$ cat src/rtl/adder_expect_pipe.sv
`default_nettype none
// ============================================================================
// Module      : adder_expect_pipe
// Description : DEPTH-stage delay line of {valid, payload} with sync clear.
// Revision    : 1.0 - initial release
// ============================================================================
module adder_expect_pipe #(
    parameter int DW    = 8,
    parameter int DEPTH = 2
) (
    input  logic          clk,
    input  logic          rst,
    input  logic          clr_i,
    input  logic          valid_i,
    input  logic [DW-1:0] data_i,
    output logic          valid_o,
    output logic [DW-1:0] data_o
);

    logic [DEPTH-1:0] valid_q;
    logic [DW-1:0]    data_q [DEPTH];

    // Only the valids need clearing; payload is ignored while invalid.
    always_ff @(posedge clk) begin
        if (rst || clr_i) begin
            valid_q <= '0;
        end else begin
            valid_q[0] <= valid_i;
            for (int i = 1; i < DEPTH; i++) begin
                valid_q[i] <= valid_q[i-1];
            end
        end
    end

    always_ff @(posedge clk) begin
        data_q[0] <= data_i;
        for (int i = 1; i < DEPTH; i++) begin
            data_q[i] <= data_q[i-1];
        end
    end

    assign valid_o = valid_q[DEPTH-1];
    assign data_o  = data_q[DEPTH-1];

endmodule
`default_nettype wire

$ cat config.mk
export PLATFORM = sky130hd
export DESIGN_NAME = adder_expect_pipe
export DESIGN_NICKNAME = d
export VERILOG_FILES = /design/src/rtl/adder_expect_pipe.sv
export SDC_FILE = /design/constraint.sdc
export NUM_CORES = 1
export LEC_CHECK = 0
export BUFFER_PORTS_ARGS = -buffer_cell sky130_fd_sc_hd__buf_2
export CORE_MARGIN = 2
export CORE_UTILIZATION = 29
export CTS_CLUSTER_SIZE = 28
export DETAILED_ROUTE_END_ITERATION = 6
export MAX_ROUTING_LAYER = met4
export PLACE_DENSITY = 0.54
export SETUP_SLACK_MARGIN = 0.15
export SLEW_MARGIN = 20
export SYNTH_ARGS = -nofsm -noshare
export SYNTH_HDL_FRONTEND = slang
export SYNTH_SLANG_ARGS = --single-unit
export TNS_END_PERCENT = 10
$ cat constraint.sdc
create_clock -name clk -period 0.8 [get_ports clk]
set_clock_uncertainty 0.2 [all_clocks]
set_input_delay 0.08 -clock clk [delete_from_list [all_inputs] [get_ports clk]]
set_output_delay 0.08 -clock clk [all_outputs]
set_load 0.005 [all_outputs]
==> results.json <==
{
  "synth-compound-area-share_pct": 0,
  "nNetsFinal": 57,
  "post_cts.repair.setup_buffers": 0,
  "drive_gt1_share_pct": 61.4,
  "synth-xor-area-share_pct": 0,
  "crit_arrival_ns": 0.71,
  "p_seq_share_pct": 62.2,
  "path_buf_inv": 1,
  "clkTransAtPathRegs_ns": 0.09,
  "vias": 208,
  "cts_buffers": 3,
  "violations": "hold timing, setup timing",
  "cts_tree": "built",
  "crit_path_start_kind": "register",
  "swShare_pct": 18.0,
  "pwr-share-clk_pct": 34.3,
  "die_x_um": 42.8,
  "cts.sinks": 18,
  "routabilityCongestion": 0.563,
  "power.leakage_uw": 0.000257,
  "cp_slowest_cell": "dfxtp_2",
  "tightest_slew_ns": 0.146,
  "p_int_uw": 1250,
  "ys_seq_area_share_pct": 82.8,
  "ir_drop_mv": 0.897,
  "cts-root-buf": "clkbuf_4",
  "syn_area_per_cell_sq_um": 15.6,
  "max_freq_mhz": 1010,
  "r2r_end": "valid_q[1]",
  "final_common_cell": "buf_2",
  "syn_inst": 28,
  "worstPathMaxFanout": 1,
  "io_pins": 21,
  "dpl_cell_area_sq_um": 494,
  "required_ns": 0.52,
  "synth_fp_nets": 40,
  "status": "finished with violations",
  "clk_path_buf_depth": 2,
  "critical_path.top_delay_family": "flip-flops",
  "core.rowCount": 13,
  "initial_core_util_pct": 32.3,
  "power_density_mw_per_mm2": 2840,
  "syn_to_final_growth_pct": 23.6,
  "maxSlewViolCount": 0,
  "clock_latency_ns": 0.28,
  "worstHoldStart": "data_i[1]",
  "die_area_sq_mm": 0.00183,
  "wl_per_cell_um": 9.20,
  "drtPass1Iterations": 2,
  "tns_ns": -1.62,
  "core_region_area_sq_mm": 0.00135,
  "post-route-drc-count": 0,
  "wirelength_um": 543,
  "synth-simple-area-share_pct": 3.45,
  "synth_top_family_by_area": "buffers and inverters",
  "grt_max_degree": 11,
  "synth-adder-area-share_pct": 0,
  "cp.depth": 1,
  "layout_common_cells": "buf_2, dfxtp_1, clkbuf_4",
  "overflow": 0,
  "r2r_cells": 1,
  "r2r_slack_ns": 0.06,
  "netlist_area_sq_um": 435,
  "die_y_um": 42.8,
  "synth-warning-count": 0,
  "pwr-share-comb_pct": 3.5,
  "rsz0062_at_grt": "yes",
  "grt_usage_pct": 7.68,
  "antenna-diode-count": 0,
  "timing.final.ws_setup_ns": -0.193,
  "portBuffers": 20,
  "synth_cell_type_count": 3,
  "synth_area_leaders": "dfxtp_1, buf_4, nor3b_1",
  "grt_pass1_vias": 195,
  "yosys.area.top_type": "dfxtp_1",
  "ys_seq_elements": 18,
  "maxCapViolCount": 0,
  "hold_viol": 10,
  "synthMuxAreaShare_pct": 0,
  "worstSetupEndpointType": "primary output",
  "grt_pass1_wl_um": 855,
  "hold_class": "in2reg",
  "design_area_sq_um": 538,
  "timing.final.crit_share_pct": 124,
  "cp-startpoint": "data_q[0][12]",
  "vias_per_cell": 3.53,
  "hold_ws_ns": -0.306,
  "p_sw_uw": 275,
  "final_antenna_net_count": 0,
  "grt_antenna_before_repair": 0,
  "slew_headroom_pct": 90.3,
  "cp_slowest_stage_delay_ns": 0.32,
  "hold_depth": 1,
  "crit_type": "reg2out",
  "fillers": 140,
  "synth_top_area_share_pct": 82.8,
  "htreeDepth": 1,
  "rr_startpoint": "valid_q[0]",
  "period_needed_ns": 0.993,
  "crit_chain": "buf_2",
  "setup_violations": 9,
  "crit_end": "data_o[4]",
  "drt_iter0_markers": 1
}
[final cells by class]
class                   count  area [sq um]  share of cell area [%]
well taps                  15          18.8                    3.49
clock buffers               4          36.3                    6.74
multi-input cells           2          20.0                    3.72
flip-flops and latches     18           363                    67.4
repair buffers             20           100                    18.6
[cell usage after synthesis]
master	n
buf_4	8
dfxtp_1	18
nor3b_1	2
[per-stage QoR]
step	total power, uW	setup WS (ns)	utilization [%]	std cells
after floorplan	1000	0.101	-	28
after global placement	1020	0.0995	36.6	55
after detailed placement	1020	0.0544	36.6	55
after CTS	1550	-0.208	39.7	59
after global routing	1610	-0.234	39.9	59
final	1530	-0.193	39.9	59
[repair_timing]
action,CTS,global route
hold endpoints to repair,10,10
gates resized for setup,1,2
setup endpoints to repair,10,10
[registers in the layout (all words and copies together) (netlist names)]
signal and flops:
data_q 16, valid_q 2
[per-layer routing]
metal / GRT usage (%) / share of wire, % / vias up
li1: - / - / 109
met1: 7.33 / 41 / 95
met2: 8.79 / 55 / 4
met3: 4.26 / 3.5 / 0
met4: 11.3 / 0 / 0
met5: - / 0 / -
[power groups by stage]
stage,registers (uW),logic [uW],clock network [uW]
floorplan,969,34.6,0
global placement,969,52.5,0
detailed placement,971,53.6,0
CTS,950,54.9,548
global route,955,60.1,594
finish,950,53.7,524
[kinds of logic after synthesis]
logic type,count (synthesis)
buffers and inverters,8
AND/OR/NAND/NOR,2
flip-flops,18
[worst min path at each step]
| stage | endpoint | slack [ns] |
|---|---|---|
| 2_1_floorplan | data_q[0][0] | -0.09 |
| 3_3_place_gp | data_q[0][6] | -0.02 |
| 3_5_place_dp | data_q[0][3] | -0.02 |
| 4_1_cts | data_q[0][1] | -0.32 |
| 5_1_grt | data_q[0][3] | -0.33 |
| 6_report | data_q[0][1] | -0.31 |
Note: power is estimated with default switching activity, not from simulation.
